[src/rtl/video_pkg.sv]
// Shared types for the video fade path.
// Rate width and fade FSM state encoding.
package video_pkg;

  localparam int RATE_W = 8;

  typedef enum logic [1:0] {
    IDLE  = 2'd0,
    ARMED = 2'd1,
    RUN   = 2'd2
  } state_e;

endpackage

[src/rtl/video_fade_step.sv]
// Saturating rate stepper: moves rate toward target by step.
// Never overshoots; lands exactly on target.
module video_fade_step
  import video_pkg::*;
(
  input  logic [RATE_W-1:0] rate_i,
  input  logic [RATE_W-1:0] target_i,
  input  logic [RATE_W-1:0] step_i,
  input  logic              dir_i,
  output logic [RATE_W-1:0] next_rate_o,
  output logic              hit_o
);

  logic [RATE_W:0] diff;

  always_comb begin
    if (dir_i)
      diff = {1'b0, target_i} - {1'b0, rate_i};
    else
      diff = {1'b0, rate_i} - {1'b0, target_i};
    if (diff <= {1'b0, step_i})
      next_rate_o = target_i;
    else if (dir_i)
      next_rate_o = rate_i + step_i;
    else
      next_rate_o = rate_i - step_i;
    hit_o = (next_rate_o == target_i);
  end

endmodule

[src/rtl/video_fade_ctl.sv]
// Frame-synchronous alpha ramp controller.
// Steps the mixer blend rate toward a target only on vsync.
module video_fade_ctl
  import video_pkg::*;
#(
  parameter int FDIV_W = 8
) (
  input  logic              clk,
  input  logic              reset,
  input  logic              vsync_pulse,
  input  logic              cmd_valid,
  output logic              cmd_ready,
  input  logic [RATE_W-1:0] cmd_target,
  input  logic [RATE_W-1:0] cmd_step,
  input  logic [FDIV_W-1:0] cmd_frames,
  input  logic              abort,
  output logic [RATE_W-1:0] rate,
  output logic              busy,
  output logic              done
);

  state_e state_q, state_d;
  logic [RATE_W-1:0] rate_q, rate_d;
  logic [RATE_W-1:0] tgt_q, tgt_d;
  logic [RATE_W-1:0] step_q, step_d;
  logic [FDIV_W-1:0] frm_q, frm_d;
  logic [FDIV_W-1:0] cnt_q, cnt_d;
  logic              up_q, up_d;
  logic              busy_q, busy_d;
  logic              done_q, done_d;

  logic              accept;
  logic              tick;
  logic [RATE_W-1:0] nxt_rate;
  logic              hit;

  video_fade_step u_step (
    .rate_i      (rate_q),
    .target_i    (tgt_q),
    .step_i      (step_q),
    .dir_i       (up_q),
    .next_rate_o (nxt_rate),
    .hit_o       (hit)
  );

  // abort masks the handshake so a coincident command is refused
  assign cmd_ready = (state_q == IDLE) && !abort;
  assign accept    = cmd_valid && cmd_ready;
  assign tick      = (cnt_q == FDIV_W'(1));

  assign rate = rate_q;
  assign busy = busy_q;
  assign done = done_q;

  always_ff @(posedge clk) begin
    if (reset) begin
      state_q <= IDLE;
      rate_q  <= '0;
      tgt_q   <= '0;
      step_q  <= '0;
      frm_q   <= '0;
      cnt_q   <= '0;
      up_q    <= 1'b0;
      busy_q  <= 1'b0;
      done_q  <= 1'b0;
    end else begin
      state_q <= state_d;
      rate_q  <= rate_d;
      tgt_q   <= tgt_d;
      step_q  <= step_d;
      frm_q   <= frm_d;
      cnt_q   <= cnt_d;
      up_q    <= up_d;
      busy_q  <= busy_d;
      done_q  <= done_d;
    end
  end

  always_comb begin
    state_d = state_q;
    unique case (state_q)
      IDLE: begin
        if (accept && (cmd_target != rate_q))
          state_d = ARMED;
      end
      ARMED: begin
        if (abort)
          state_d = IDLE;
        else if (vsync_pulse)
          state_d = RUN;
      end
      RUN: begin
        if (abort)
          state_d = IDLE;
        else if (vsync_pulse && tick && hit)
          state_d = IDLE;
      end
      default: state_d = IDLE;
    endcase
  end

  always_comb begin
    rate_d = rate_q;
    tgt_d  = tgt_q;
    step_d = step_q;
    frm_d  = frm_q;
    cnt_d  = cnt_q;
    up_d   = up_q;
    busy_d = busy_q;
    done_d = 1'b0;
    unique case (state_q)
      IDLE: begin
        if (accept) begin
          tgt_d  = cmd_target;
          step_d = (cmd_step == '0) ? RATE_W'(1) : cmd_step;
          frm_d  = (cmd_frames == '0) ? FDIV_W'(1) : cmd_frames;
          up_d   = (cmd_target > rate_q);
          if (cmd_target == rate_q)
            done_d = 1'b1;
          else
            busy_d = 1'b1;
        end
      end
      ARMED: begin
        if (abort)
          busy_d = 1'b0;
        else if (vsync_pulse)
          cnt_d = frm_q;
      end
      RUN: begin
        if (abort) begin
          busy_d = 1'b0;
        end else if (vsync_pulse) begin
          if (tick) begin
            cnt_d  = frm_q;
            rate_d = nxt_rate;
            if (hit) begin
              done_d = 1'b1;
              busy_d = 1'b0;
            end
          end else begin
            cnt_d = cnt_q - FDIV_W'(1);
          end
        end
      end
      default: busy_d = 1'b0;
    endcase
  end

endmodule

[config.mk]
export PLATFORM = sky130hd
export DESIGN_NAME = video_fade_ctl
export DESIGN_NICKNAME = d
export VERILOG_FILES = /design/src/rtl/video_pkg.sv /design/src/rtl/video_fade_step.sv /design/src/rtl/video_fade_ctl.sv
export SDC_FILE = /design/constraint.sdc
export NUM_CORES = 1
export LEC_CHECK = 0
export CORE_UTILIZATION = 40
export DETAILED_ROUTE_END_ITERATION = 8
export PLACE_DENSITY = 0.61
export SLEW_MARGIN = 0
export SYNTH_ARGS = -nofsm -noshare
export SYNTH_HDL_FRONTEND = slang
export SYNTH_SLANG_ARGS = --single-unit
[constraint.sdc]
create_clock -name clk -period 9.4 [get_ports clk]
set_clock_uncertainty 0.1 [all_clocks]
set_input_delay 2.35 -clock clk [delete_from_list [all_inputs] [get_ports clk]]
set_output_delay 2.35 -clock clk [all_outputs]
set_load 0.01 [all_outputs]
======== After elaboration in Yosys (flattened, before gate mapping) ========
Cells that the tools add are included.
cells by class
  add/subtract/negate cells ............... 5
  reductions and logical operators ........ 15
  $lt $le $gt $ge ......................... 2
  mux-type cells .......................... 32
  bitwise logic cells ..................... 1
  eq/ne operators ......................... 19
operators by type and width
  operator                                                               number
  8-bit two-way mux                                                      9
  8-bit by 8-bit subtractor with 9-bit output                            2
  8-bit equality test                                                    2
  8-bit logical NOT                                                      2
  8-bit case mux with 2 select lines                                     1
  3-bit != test, second input constant                                   5
  2-bit != test, second input constant                                   7
  1-bit two-way mux                                                      13
  2-bit two-way mux                                                      5
  9-bit by 8-bit less-or-equal comparator with 1-bit output              1
  9-bit two-way mux                                                      1
  8-bit adder                                                            1
  8-bit by 1-bit equality test with 1-bit output, second input constant  1
  8-bit > comparator                                                     1
  8-bit != test                                                          1
  8-bit by 1-bit subtractor with 8-bit output, second input constant     1
  8-bit subtractor                                                       1
  2-bit case mux with 3 select lines                                     1
  6-bit AND reduction                                                    1
  1-bit logical AND                                                      5
  5-bit AND reduction                                                    1
  4-bit AND reduction                                                    1
  1-bit case mux with 3 select lines                                     1
  3-bit AND reduction                                                    1
  other kinds (9)                                                        9
storage, ports and cells
  output and inout bits ................... 11
  flip-flop bits (word level) ............. 45
  logic and storage cells ................. 83
  input bits .............................. 29

======== Longest topological paths before layout ========
Gate-level depths: netlist (run 1).
  word-level depth ........................ 10
  mapped depth ............................ 19
  mapped depth without buffers ............ 17

======== Hierarchy ========
From an unflattened synthesis (run 1), not the netlist that was laid out.
second synthesis, totals
  cell total of the unflattened synthesis .. 469
  area total of the unflattened synthesis .. 3774.9 sq um
by module, submodules not included
  module           area each (sq um)  cells an instance  seq. area each (sq um)  times used
  video_fade_ctl   2215.9             264                900.9                   1
  video_fade_step  1559.0             205                0.0                     1

======== Worst setup path before layout (run 1) ========
No wires, ideal clock.
  path kind ............................... input -> output
  start ................................... input port abort
  end ..................................... output port cmd_ready
  required time ........................... 6.950 ns
  stages on the path ...................... 2
  slack ................................... 4.078 ns
  arrival time ............................ 2.872 ns
  buffers on the path ..................... 1
  path through ............................ clkbuf_1 nor3_1
between the ends
  word-level cells in the longest chain between the ends .. 2
RTL lines
  what               line                  text
  from (decl)        video_fade_ctl.sv:16  input logic abort,
  1-bit logical NOT  video_fade_ctl.sv:47  assign cmd_ready = (state_q == IDLE) && !abort;
  1-bit logical AND  video_fade_ctl.sv:47
  to (decl)          video_fade_ctl.sv:12  output logic cmd_ready,
Every way passes these cells.

======== Worst setup path after layout (run 1) ========
Ends and elaborated chain as after synthesis.

==> run_results.csv, run 1 <==
group,metric,value,unit
job,maxCapViolations,0,
global_routing,grt_first_pass_wirelength,15760,um
timing,min_period,6.364,ns
synthesis,synthFlopType,"dfxtp_1",
global_routing,grt_use_total,20.86,%
clock_tree,holdBufCountCts,0,
routing,vias,3398,
placement,dp_hpwl,7434,um
global_routing,grt_pass1_vias,3173,
synthesis,synth-edff-count,0,
clock_tree,clock_latency,0.31,ns
synthesis,ys_ff_latch,45,
clock_tree,numCtsBuffers,5,
synthesis,syn_avg_cell_area,7.580,um2
timing,finalSetupViolCount,0,
placement,port_buffers,39,
pwr,power.internal,333.7,uW
floorplanning,core_area,0.008763,mm2
timing,setup_tns,0,ns
pwr,p_comb_share,33.0,%
pwr,finalPower,512.5,uW
clock_tree,htree_levels,2,
routing,drt-pass1-iter-count,4,
timing,slew-limit-headroom,25.48,%
timing,clock.fmax,157.1,MHz
pwr,p_sw_share,34.88,%
timing,fin_crit_sh,67.70,%
cells_and_area,syn2layout_area_growth,15.31,%
critical_path,worstPathRequired,6.95,ns
routing,postRouteWirelength,9665,um
timing,rsz0062_at_grt,"no",
clock_tree,cts-root-to-sink-buffers,2,
global_routing,grt_overflow,0,
cells_and_area,drive_gt1_share,3.333,%
critical_path,path_class,"in -> out",
synthesis,syn-cell-area,0.003654,mm2
synthesis,yosysUniqueCellTypes,52,
clock_tree,cts_setup_buffers,0,
critical_path,start_kind,"input port",
critical_path,crit_fanout,9,
clock_tree,root_buffer,"clkbuf_8",
min_path,hold_class,"reg -> reg",
routing,drc,0,
cells_and_area,fin_nets,583,
floorplanning,start_util,41.69,%
floorplanning,fp-row-count,34,
synthesis,ys_warn_count,0,
outcome,status,"complete, no violations",
pwr,p_sw,178.8,uW
clock_tree,cts_sinks,45,
routing,ant_nets,0,
routing,wl_per_cell,15.64,um
cells_and_area,most-common-layout-cells,"nand2_1 (71), a21oi_1 (56), dfxtp_1 (45)",
synthesis,synth_async_sr_flop_share,0,%
critical_path,rrSetupSlack,5.12,ns
pwr,vdd.ir_drop.worst,0.00007469,V
global_routing,grt_max_degree,41,
critical_path,end_kind,"output port",
timing,timing.final.hold_violations,0,
timing,slew_viol_final,0,
floorplanning,die_area,0.009520,mm2
clock_tree,cts_resized,0,
floorplanning,num_io_pins,40,
synthesis,synth_nets,556,
pwr,seq_power_share,40.3,%
cells_and_area,antenna_cells,0,
clock_tree,cts_tree,"done",
timing,worst_pin_slew,1.113,ns
cells_and_area,multiInputGateArea,0.002545,mm2
cells_and_area,fillers,899,
floorplanning,die_x,97.57,um
pwr,power_frac_clock,26.8,%
synthesis,syn_inst,482,
synthesis,ys_seq_area_share,24.66,%
pwr,leakage,0.001572,uW
global_routing,antenna_found_initial,0,
routing,vias_per_cell,5.498,
cells_and_area,register_area,900.9,um2
floorplanning,die-height,97.57,um
cells_and_area,layout_commonest_cell,"nand2_1",
critical_path,worstPathArrival,3.91,ns
clock_tree,clk_pin_slew,0.10,ns
pwr,powerDensity,121.7,mW/mm2
placement,routabilityCongestion,0.8706,
routing,dr.first_iter.drc_count,145,
final timing paths:
check                        startpoint                     to  cells past startpoint
setup / recovery                  abort              cmd_ready                      3
hold / removal    frm_q[1]$_SDFFE_PP0P_  frm_q[1]$_SDFFE_PP0P_                      2
setup reg to reg   rate[0]$_SDFFE_PP0P_   rate[7]$_SDFFE_PP0P_                     17
hold reg to reg   frm_q[1]$_SDFFE_PP0P_  frm_q[1]$_SDFFE_PP0P_                      2
state kept, by name, indices dropped and copies added (netlist names):
name	flops
busy	1
cnt_q	8
done	1
frm_q	8
rate	8
state_q	2
step_q	8
tgt_q	8
up_q	1
Yosys cell counts (3+ instances only):
master / number / area share, %
clkbuf_1: 19 / 2.0
nor2_1: 40 / 4.1
a32oi_1: 3 / 0.72
o21a_1: 5 / 1.0
nand4_1: 8 / 1.4
nand3_1: 5 / 0.68
nand2_1: 71 / 7.3
a21o_1: 3 / 0.62
a31oi_1: 6 / 1.0
a211oi_1: 9 / 1.8
xnor3_1: 3 / 1.8
xnor2_1: 17 / 4.1
nor2b_1: 11 / 1.9
mux2i_1: 10 / 2.7
nor3_1: 7 / 0.96
inv_1: 34 / 3.5
dfxtp_1: 45 / 25
or3_1: 4 / 0.68
a21oi_1: 56 / 7.7
a22oi_1: 3 / 0.62
ha_1: 42 / 14
o211ai_1: 5 / 1.0
nor4_1: 6 / 1.0
nand2b_1: 4 / 0.68
xor2_1: 6 / 1.4
o21ai_0: 32 / 4.4
fa_1: 3 / 1.6
stage by stage:
stage | cells | hold WS (ns) | cell area, um2 | utilization [%] | worst slack, ns
2_1_floorplan | 482 | 0.3332 | 3654 | - | 4.078
3_3_place_gp | 610 | 0.3489 | 4114 | 46.94 | 3.064
3_5_place_dp | 610 | 0.3522 | 4114 | 46.94 | 3.044
4_1_cts | 618 | 0.3667 | 4213 | 48.07 | 3.027
5_1_grt | 618 | 0.3821 | 4213 | 48.07 | 2.948
6_report | 618 | 0.3621 | 4213 | 48.07 | 3.036
area by class of cell:
type	count	area share, %
well taps	108	3.208
flip-flops and latches	45	21.38
clock buffers	6	1.960
repair buffers	41	9.623
clock inverters	2	0.3861
inverters	34	3.029
multi-input cells	382	60.41
cells by family (layout without fill, tap and decap cells):
logic type | after synthesis | count (layout) | synth area share [%]
AOI/OAI and AO/OA | 132 | 132 | 21.23
xor gates and xnor gates | 26 | 26 | 7.363
adders and majority gates | 45 | 45 | 16.03
buffers and inverters | 55 | 83 | 5.685
DFF | 45 | 45 | 24.66
muxes | 11 | 11 | 3.048
and+or+nand+nor | 168 | 168 | 21.99
layer usage:
layer / vias up / wire length [um] / global-route usage (%)
met5: - / 0 / 0
met4: 0 / 187 / 6.561
met3: 12 / 413 / 3.165
met2: 64 / 4596 / 35.13
met1: 1573 / 4467 / 27.31
li1: 1749 / - / -
worst max-delay path, stage by stage:
cell and delay (ns):
clkdlybuf4s50_1 0.57, nor3_1 0.38, clkdlybuf4s50_1 0.61
power groups by stage:
stage | logic, uW | registers [uW] | clock network [uW]
after detailed placement | 169 | 211 | 0
after floorplan | 125 | 206 | 0
after global placement | 166 | 211 | 0
after CTS | 169 | 206 | 142
after global routing | 188 | 208 | 150
final | 169 | 206 | 137
Power figures use the tool's default switching activity.
==> run 2: changes to the inputs <==
PLACE_DENSITY = 0.63   (was 0.61)
clock period = 5.8 ns   (was 9.4 ns; I/O delays follow)
==> run 2 against run 1 <==
Clock-buffer cell count unchanged. Power up 56%. Highest routed layer unchanged. Sequential share of layout area up 0.057 points. Largest power group unchanged. Clock power up 44%. Sequential cell count unchanged. Register-to-register slack worse by 3.5 ns. Non-clock buffer count unchanged. Critical path depth unchanged.
==> run_results.csv, run 2 (synthesis results as in run 1) <==
group,metric,value,unit
outcome,status,"complete, no violations",
clock_tree,cts_sinks,45,
clock_tree,numCtsBuffers,5,
cells_and_area,post-route-util,47.94,%
timing,timing.final.hold_violations,0,
critical_path,rrSetupSlack,1.58,ns
global_routing,grt_pass1_vias,3243,
floorplanning,die_x,97.57,um
critical_path,worst-r2r-cell-count,16,
floorplanning,fp-row-count,34,
clock_tree,root_buffer,"clkbuf_8",
floorplanning,die_area,0.009520,mm2
floorplanning,core_area,0.008763,mm2
routing,vias_per_cell,5.534,
timing,min_period,4.517,ns
routing,ant_nets,0,
critical_path,cpLargestDelayFamily,"buffers and inverters",
placement,dp_hpwl,7351,um
critical_path,worstPathRequired,4.25,ns
timing,clock.fmax,221.4,MHz
routing,drc,0,
cells_and_area,syn2layout_area_growth,15.00,%
critical_path,r2r-end,"rate[7]$_SDFFE_PP0P_",
min_path,hold_class,"reg -> reg",
critical_path,worstSetupStartpoint,"abort",
critical_path,end_kind,"output port",
critical_path,slowest_delay,0.60,ns
pwr,leakage,0.001561,uW
placement,port_buffers,39,
cells_and_area,most-common-layout-cells,"nand2_1 (71), a21oi_1 (56), dfxtp_1 (45)",
clock_tree,holdBufCountCts,0,
critical_path,cp_slowest_cell,"clkdlybuf4s50_1",
routing,wl_met1,4401,um
routing,dr_wl_met3,300,um
clock_tree,clk_pin_slew,0.08,ns
cells_and_area,drive_gt1_share,3.137,%
global_routing,grt_first_pass_wirelength,15680,um
timing,rsz0062_at_grt,"no",
pwr,vdd.ir_drop.worst,0.0001218,V
critical_path,crit_top_cell,"clkdlybuf4s50_1",
routing,drt-pass1-iter-count,4,
critical_path,r2r-start,"rate[2]$_SDFFE_PP0P_",
clock_tree,cts_setup_buffers,0,
cells_and_area,antenna_cells,0,
timing,worst_pin_slew,1.122,ns
critical_path,crit_end,"cmd_ready",
cells_and_area,layout_commonest_cell,"nand2_1",
cells_and_area,multiInputGateArea,0.002545,mm2
critical_path,crit_fanout,9,
routing,postRouteWirelength,9398,um
job,maxCapViolations,0,
global_routing,grt_overflow,0,
pwr,powerDensity,190.5,mW/mm2
critical_path,path_class,"in -> out",
critical_path,critPathBufInv,2,
cells_and_area,register_area,900.9,um2
timing,slew_viol_final,0,
clock_tree,cts_tree,"done",
placement,routabilityCongestion,0.8623,
critical_path,start_kind,"input port",
timing,slew-limit-headroom,24.89,%
routing,vias,3420,
clock_tree,htree_levels,2,
routing,dr.first_iter.drc_count,167,
timing,finalSetupViolCount,0,
routing,dr_wl_met2,4502,um
routing,wl_per_cell,15.21,um
timing,setup_tns,0,ns
cells_and_area,fillers,871,
critical_path,worstPathArrival,2.97,ns
global_routing,grt_max_degree,41,
floorplanning,num_io_pins,40,
global_routing,antenna_found_initial,0,
clock_tree,cts-root-to-sink-buffers,2,
global_routing,grt_use_total,20.18,%
clock_tree,clock_latency,0.30,ns
clock_tree,cts_resized,0,
cells_and_area,fin_nets,583,
floorplanning,die-height,97.57,um
timing,fin_crit_sh,77.88,%
critical_path,worstSetupPathDepth,3,
routing,topRoutingLayerUsed,"met4",
critical_path,worstPathCellList,"clkdlybuf4s50_1 > nor3_1 > clkdlybuf4s50_1",
floorplanning,start_util,41.69,%
run 2: cell count changes in the layout (fill, tap and decap cells not counted):
cell        change
clkinvlp_4      +1
clkbuf_1        +1
inv_6           -1
clkbuf_8        -1
run 2: cell type report:
class	count	share of cell area, %
clock buffer	6	1.727
clock inverter	2	0.3574
inverter	34	3.038
multi-input combinational	382	60.57
sequential	45	21.44
tap	108	3.216
timing repair buffer	41	9.649
run 2: where the power goes:
part / leakage, uW / internal, uW / switching [uW]
Sequential: 0.000366 / 319 / 15.1
Combinational: 0.00116 / 123 / 146
Clock: 0.0000374 / 85.1 / 112
run 2: metal layers:
layer  GRT usage (%)  up-vias
met5               0        -
met4           5.543        0
met3           3.237       14
met2           34.75       52
met1           25.96     1607
li1                -     1747
run 2: how the worst min path moves through the flow:
stage                                start                      to  depth (start not counted)
floorplan            frm_q[4]$_SDFFE_PP0P_   frm_q[4]$_SDFFE_PP0P_                          2
global route         frm_q[3]$_SDFFE_PP0P_   frm_q[3]$_SDFFE_PP0P_                          2
finish              step_q[6]$_SDFFE_PP0P_  step_q[6]$_SDFFE_PP0P_                          2
global placement    step_q[6]$_SDFFE_PP0P_  step_q[6]$_SDFFE_PP0P_                          2
detailed placement  step_q[6]$_SDFFE_PP0P_  step_q[6]$_SDFFE_PP0P_                          2
CTS                 step_q[6]$_SDFFE_PP0P_  step_q[6]$_SDFFE_PP0P_                          2
run 2: tightest hold or removal path: stages (launching register included):
cell	delay, ns
dfxtp_1	0.31
nand2_1	0.05
a21oi_1	0.05
run 2: stage by stage:
step	cells	power (uW)	setup WS [ns]	hold slack [ns]	area, um2
floorplan	482	535.8	2.179	0.3332	3654
global placement	610	605.6	1.291	0.3505	4114
detailed placement	610	610.0	1.314	0.3567	4114
CTS	618	810.9	1.292	0.3689	4202
global route	618	854.5	1.182	0.3909	4202
finish	618	800.6	1.283	0.3609	4202
==> run 3: changes to the inputs <==
clock period = 3.6 ns   (was 5.8 ns; I/O delays follow)
==> run 3 against run 2 <==
Final area up 12%. Routed wire length grew 8.8%. Die area unchanged. Sequential power increased by 59%. Critical path type is now reg -> reg. Cell count up 6.0%.
==> run_results.csv, run 3 (synthesis results as in run 1) <==
group,metric,value,unit
outcome,status,"complete, no violations",
critical_path,worstPathRequired,3.69,ns
pwr,powerDensity,330.9,mW/mm2
timing,slew-limit-headroom,54.57,%
critical_path,crit_fanout,4,
critical_path,cpLargestDelayFamily,"compound AO/OA/AOI/OAI gates",
clock_tree,numCtsBuffers,5,
clock_tree,clk_pin_slew,0.10,ns
clock_tree,cts_tree,"done",
placement,port_buffers,39,
critical_path,worstSetupStartpoint,"rate[1]$_SDFFE_PP0P_",
pwr,finalPower,1559,uW
critical_path,start_kind,"register",
floorplanning,die_x,97.57,um
placement,pre_cts_ws,-0.1603,ns
timing,rsz0062_at_grt,"yes",
cells_and_area,post-route-util,53.78,%
critical_path,worstPathArrival,3.61,ns
clock_tree,root_buffer,"clkbuf_8",
timing,finalSetupViolCount,0,
critical_path,critPathBufInv,3,
routing,ant_nets,0,
cells_and_area,fin_nets,620,
timing,min_period,3.526,ns
min_path,hold_class,"reg -> reg",
placement,dp_hpwl,7907,um
critical_path,worstPathCellList,"clkinvlp_4 > ha_4 > nor2b_1 > o21a_1 > o31ai_2 > inv_1 > a31oi_4 > xnor2_2 > ha_2 > nand2_1 > or3_1 > o211ai_1 > and4_4 > buf_6 > a32oi_2 > a21oi_1 > nor3_1",
critical_path,path_class,"reg -> reg",
floorplanning,fp-row-count,34,
clock_tree,cts-root-to-sink-buffers,2,
routing,dr.first_iter.drc_count,126,
placement,routabilityCongestion,0.8621,
placement,place_area,0.004362,mm2
floorplanning,core_area,0.008763,mm2
critical_path,end_kind,"register",
floorplanning,die-height,97.57,um
global_routing,antenna_found_initial,0,
timing,timing.final.hold_violations,0,
timing,slew_viol_final,0,
cells_and_area,syn2layout_area_growth,29.01,%
floorplanning,die_area,0.009520,mm2
routing,vias_per_cell,5.386,
pwr,leakage,0.001817,uW
routing,vias,3528,
cells_and_area,register_area,913.4,um2
cells_and_area,instances_no_fill,655,
global_routing,grt_max_degree,40,
timing,clock.fmax,283.6,MHz
cells_and_area,most-common-layout-cells,"nand2_1 (69), a21oi_1 (53), dfxtp_1 (39), clkdlybuf4s50_1 (39), nor2_1 (37)",
cells_and_area,multiInputGateArea,0.002705,mm2
clock_tree,holdBufCountCts,0,
timing,fin_crit_sh,97.94,%
critical_path,slowest_delay,0.38,ns
job,maxCapViolations,0,
timing,setup_ws,0.07405,ns
cells_and_area,layout_commonest_cell,"nand2_1",
global_routing,grt_use_total,21.56,%
pwr,vdd.ir_drop.worst,0.0002047,V
clock_tree,cts_sinks,45,
global_routing,grt_pass1_vias,3393,
critical_path,cp_slowest_cell,"dfxtp_4",
timing,worst_pin_slew,0.6782,ns
cells_and_area,drive_gt1_share,17.18,%
routing,postRouteWirelength,10230,um
cells_and_area,fin_area,0.004713,mm2
clock_tree,clock_latency,0.31,ns
cells_and_area,fillers,829,
global_routing,grt_first_pass_wirelength,16550,um
clock_tree,htree_levels,2,
routing,drc,0,
placement,post-place-cells,643,
min_path,min_from,"frm_q[3]$_SDFFE_PP0P_",
routing,drt-pass1-iter-count,4,
critical_path,r2r-start,"rate[1]$_SDFFE_PP0P_",
global_routing,grt_overflow,0,
routing,wl_per_cell,15.61,um
cells_and_area,antenna_cells,0,
floorplanning,num_io_pins,40,
floorplanning,start_util,41.69,%
==> run 3: changes by cell type in the layout (fill, tap and decap cells not counted), sizes merged <==
cell,change
clkinv,+1
clkbuf,-1
bufinv,+2
clkinvlp,-1
buf,+37
inv,-1
==> run 3: path summary, 6_finish.rpt <==
path / end / slack [ns] / depth (start not counted)
max: state_q[1]$_SDFFE_PP0P_ / 0.07 / 17
min: frm_q[3]$_SDFFE_PP0P_ / 0.36 / 2
max reg2reg: state_q[1]$_SDFFE_PP0P_ / 0.07 / 17
min reg2reg: frm_q[3]$_SDFFE_PP0P_ / 0.36 / 2
==> run 3: per-stage QoR <==
stage          hold slack [ns]   TNS, ns
2_1_floorplan           0.3332         0
3_3_place_gp            0.3501  -0.01006
3_5_place_dp            0.3492   -0.8483
4_1_cts                 0.3622         0
5_1_grt                 0.3911   -0.6268
6_report                0.3590         0
==> run 3: area by class of cell <==
cell class	count	share of cell area, %
multi-input cells	382	57.39
clock inverters	3	1.380
clock buffers	5	1.460
flip-flops and latches	45	19.38
well taps	108	2.867
repair buffers	78	14.73
inverters	34	2.787
==> run 3: what timing repair did <==
item,CTS,global route
gates resized for setup,6,49
pin swaps,4,22
setup buffers,0,4
setup endpoints to repair,11,11
==> run 3: report_power, final <==
part	leakage [uW]	switching (uW)	internal (uW)	total (uW)
Sequential	0.000369	16.4	514	530
Clock	0.0000681	187	276	463
Combinational	0.00138	289	277	566
==> run 3: worst min-delay path, delay by kind of cell (launching register included) <==
kind	cells	cell delay, ns
flops	1	0.32
simple gates	1	0.05
compound gates	1	0.05
==> run 3: metal layers <==
| layer | global-route usage, % | up-vias | wire (um) |
|---|---|---|---|
| li1 | - | 1827 | - |
| met3 | 2.662 | 14 | 322 |
| met5 | 0 | - | 0 |
| met1 | 28.10 | 1624 | 4750 |
| met4 | 5.882 | 0 | 202 |
| met2 | 37.28 | 63 | 4951 |
==> edit 1: new RTL, config.mk and constraints of run 3 <==
Set the parameter `FDIV_W` to 12 (it was 8).
--- a/src/rtl/video_fade_ctl.sv
+++ b/src/rtl/video_fade_ctl.sv
@@ -3,7 +3,7 @@
 module video_fade_ctl
   import video_pkg::*;
 #(
-  parameter int FDIV_W = 8
+  parameter int FDIV_W = 12
 ) (
   input  logic              clk,
   input  logic              reset,
Ports: changed (resized cmd_frames); port bits go from 40 to 44. No check against the original RTL was run, so the function may have changed too.
==> edit 1 against run 3 <==
Sequential cell count up 8. Hold slack better by 0.0045 ns. Routed wire length up 11%. Design area up 7.7%. Utilization down 2.8 points. Synthesized area up 14%. Non-clock buffer count down 2. Fmax down 3.5%. Worst setup slack worse by 0.13 ns. The flow now finishes with violations (setup timing). Combinational power up 48%. Total power up 20%. Cell count up 12%. Count of clock-buffer cells in the layout unchanged.
==> edit 1: results (changes against run 3) <==
stage,metric,value,unit,change
grt,use_met2,0.3605,,-0.01230
sta,fin_ws,-0.05513,ns,-0.1292 ns
clock_tree,cts_resized,20,,+14
grt,grt_max_degree,54,,+35%
sta,relSlewSlack,0.2980,,-0.2478
power,p_leak,1.860,nW,+2.4%
logic_synthesis,seq_area_frac_synth,0.2547,,+0.008079
sta,setup-tns-final,-0.2631,ns,-0.2631 ns
place,placed_area,4790,um^2,+9.8%
drt,drtIter0Drc,211,,+67%
grt,grtUsageMet3,0.02506,,-0.001556
sta,setup_viol,9,,+9
drt,wl_per_cell,15.51,um,-0.69%
logic_synthesis,synth_fa_ha_area_frac,0.1405,,-0.01973
place,dp_slack,-0.1964,ns,-0.03610 ns
finish,drive_above_1_share,0.1312,,-0.04062
run_status,status,"complete, but fails checks",,
logic_synthesis,ys_top_cells_by_area,"dfxtp_1, ha_1, nand2_1, a21oi_1, nor2_1",,
place,port_buffers,43,,+10%
critical_path,cp_max_fo,8,,+4
run_status,violations,setup timing,,
min_path,holdCritStartpoint,frm_q[6]$_SDFFE_PP0P_,,
critical_path,startpoint,tgt_q[2]$_SDFFE_PP0P_,,
clock_tree,path_clk_slew,0.12,ns,+0.02 ns
logic_synthesis,synth_fp_nets,626,,+13%
grt,grt_util_met1,0.2907,,+0.009677
grt,grt_use_total,0.2122,,-0.003353
logic_synthesis,synthCells,548,,+14%
finish,fin_nets,679,,+9.5%
grt,grt_pass1_wl,18830,um,+14%
place,hpwl,8498,um,+7.5%
critical_path,cp.arrival,3.73,ns,+0.12 ns
logic_synthesis,synth_xor_area_frac,0.06006,,-0.01357
place,place.gp.congestion,0.8468,,-1.8%
[edit 1: worst max-delay path: stages (launching register included)]
cell	delay [ns]
dfxtp_2	0.34
buf_4	0.13
ha_4	0.24
a21oi_1	0.18
nor2b_1	0.07
o21ai_1	0.12
nand2_1	0.06
a21o_1	0.18
a211oi_2	0.22
a21oi_1	0.07
xor2_1	0.16
ha_1	0.21
nor3_2	0.18
o211ai_1	0.12
a31oi_1	0.22
o31ai_2	0.11
a211oi_2	0.27
buf_6	0.20
o21bai_4	0.14
o22a_2	0.15
nor2_1	0.04
[edit 1: cell type report]
type / count / area [um^2]
clock inverter: 3 / 28.78
multi-input combinational: 431 / 2937
inverter: 34 / 127.6
tap: 133 / 166.4
fill: 995 / 4878
sequential: 53 / 1071
clock buffer: 5 / 68.82
timing repair buffer: 76 / 676.9
[edit 1: report_power, final]
group | internal [W] | switching, W
combinational | 0.000384 | 0.000453
clock | 0.000146 | 0.000233
sequential | 0.000617 | 0.0000335
==> edit 2: new RTL, flow settings as in run 3 <==
Made on the original files. Encoding of `state_e`: now one-hot (3 bits for 3 states).
--- a/src/rtl/video_pkg.sv
+++ b/src/rtl/video_pkg.sv
@@ -4,10 +4,10 @@
 
   localparam int RATE_W = 8;
 
-  typedef enum logic [1:0] {
-    IDLE  = 2'd0,
-    ARMED = 2'd1,
-    RUN   = 2'd2
+  typedef enum logic [2:0] {
+    IDLE  = 3'b001,
+    ARMED = 3'b010,
+    RUN   = 3'b100
   } state_e;
 
 endpackage
Behaviour: no difference found for any inputs over 4 cycles, from zero or initial values and one cycle with reset high; so few cycles prove little.
==> edit 2 against run 3 <==
Design area rose by 4.7%. Synthesized area rose by 1.3%. Sequential cell count rose by 1. Via count rose by 4.6%. Highest routed layer unchanged. Worst setup slack got worse by 0.15 ns. The flow now finishes with violations (DRC, setup timing). Routed wire length rose by 2.0%.
Power is not compared: it rests on default switching activity, and its combinational part moved more than twofold at a synthesized area within 25%.
==> edit 2: results (changes against run 3) <==
stage,metric,value,unit,change
drt,drtPass1Iterations,6,,+2
critical_path,worstSetupEndpoint,rate[5]$_SDFFE_PP0P_,,
drt,wl_met3,479,um,+49%
drt,wl_met1,4918,um,+3.5%
finish,drive_above_1_share,0.1989,,+0.02709
logic_synthesis,ys_top_cells_by_area,"dfxtp_1, ha_1, a21oi_1, nand2_1, xnor2_1",,
grt,use_met2,0.3667,,-0.006042
clock_tree,cts_made_buffers,5,,unchanged
grt,grt_pass1_vias,3682,,+8.5%
drt,wl_met2,4873,um,-1.6%
grt,grt_pass1_wl,16990,um,+2.6%
drt,drc,2,,+2
grt,antenna_found_initial,0,,unchanged
logic_synthesis,synth_fp_nets,551,,-0.90%
drt,viasPerCell,5.499,,+2.1%
drt,routed_wl,10430,um,+2.0%
drt,drtIter0Drc,186,,+48%
place,dp_slack,-0.1681,ns,-0.007821 ns
grt,grtUsageMet3,0.02792,,+0.001298
grt,grt_max_degree,27,,-33%
sta,setup_viol,8,,+8
logic_synthesis,yosys-top-cells-count,"nand2_1, a21oi_1, dfxtp_1",,
place,dp_cells,647,,+0.62%
min_path,hp-class,reg -> reg,,
grt,grt_util_met1,0.2901,,+0.009067
critical_path,startpoint,tgt_q[0]$_SDFFE_PP0P_,,
grt,grt_use_total,0.2176,,+0.002082
drt,wl_per_cell,15.54,um,-0.48%
sta,hold_ws,0.3661,ns,+0.007086 ns
min_path,holdCritStartpoint,frm_q[4]$_SDFFE_PP0P_,,
place,placed_area,4549,um^2,+4.3%
logic_synthesis,yosys_warnings,0,,unchanged
logic_synthesis,synth_cell_types,66,,+27%
critical_path,critPathSlowestCell,dfxtp_4,,
critical_path,r2r_cells,20,,+3
finish,antenna_cells,0,,unchanged
place,place.gp.congestion,0.8808,,+2.2%
run_status,violations,"DRC, setup timing",,
power,p_leak,1.917,nW,
finish,fin_nets,636,,+2.6%
run_status,status,"complete, but fails checks",,
sta,fin_ws,-0.07609,ns,-0.1501 ns
edit 2: logic make-up after synthesis:
| group | count (synthesis) | synth area share |
|---|---|---|
| flops | 46 | 0.2488 |
| compound gates | 128 | 0.2177 |
| xor+xnor | 25 | 0.06491 |
| simple gates | 164 | 0.2187 |
| buf+inv | 58 | 0.06153 |
| fa+ha+maj | 46 | 0.1609 |
| mux | 10 | 0.02738 |
edit 2: area by class of cell:
type / instances / area [um^2]
well taps: 108 / 135.1
flip-flops and latches: 46 / 932.1
clock buffers: 5 / 68.82
fillers: 821 / 3915
inverters: 36 / 140.1
repair buffers: 100 / 910.9
multi-input cells: 373 / 2724
clock inverters: 3 / 22.52
edit 2: where the power goes:
group	total, W	internal, W	switching [W]
Clock	0.000340	0.000140	0.000200
Sequential	0.000628	0.000560	0.0000676
Combinational	0.00178	0.000925	0.000854
edit 2: repair_timing:
action                     4_1_cts  5_1_grt
buffers inserted                13        3
setup endpoints to repair       12       12
resized for setup               20       16
pin swaps                       24        5
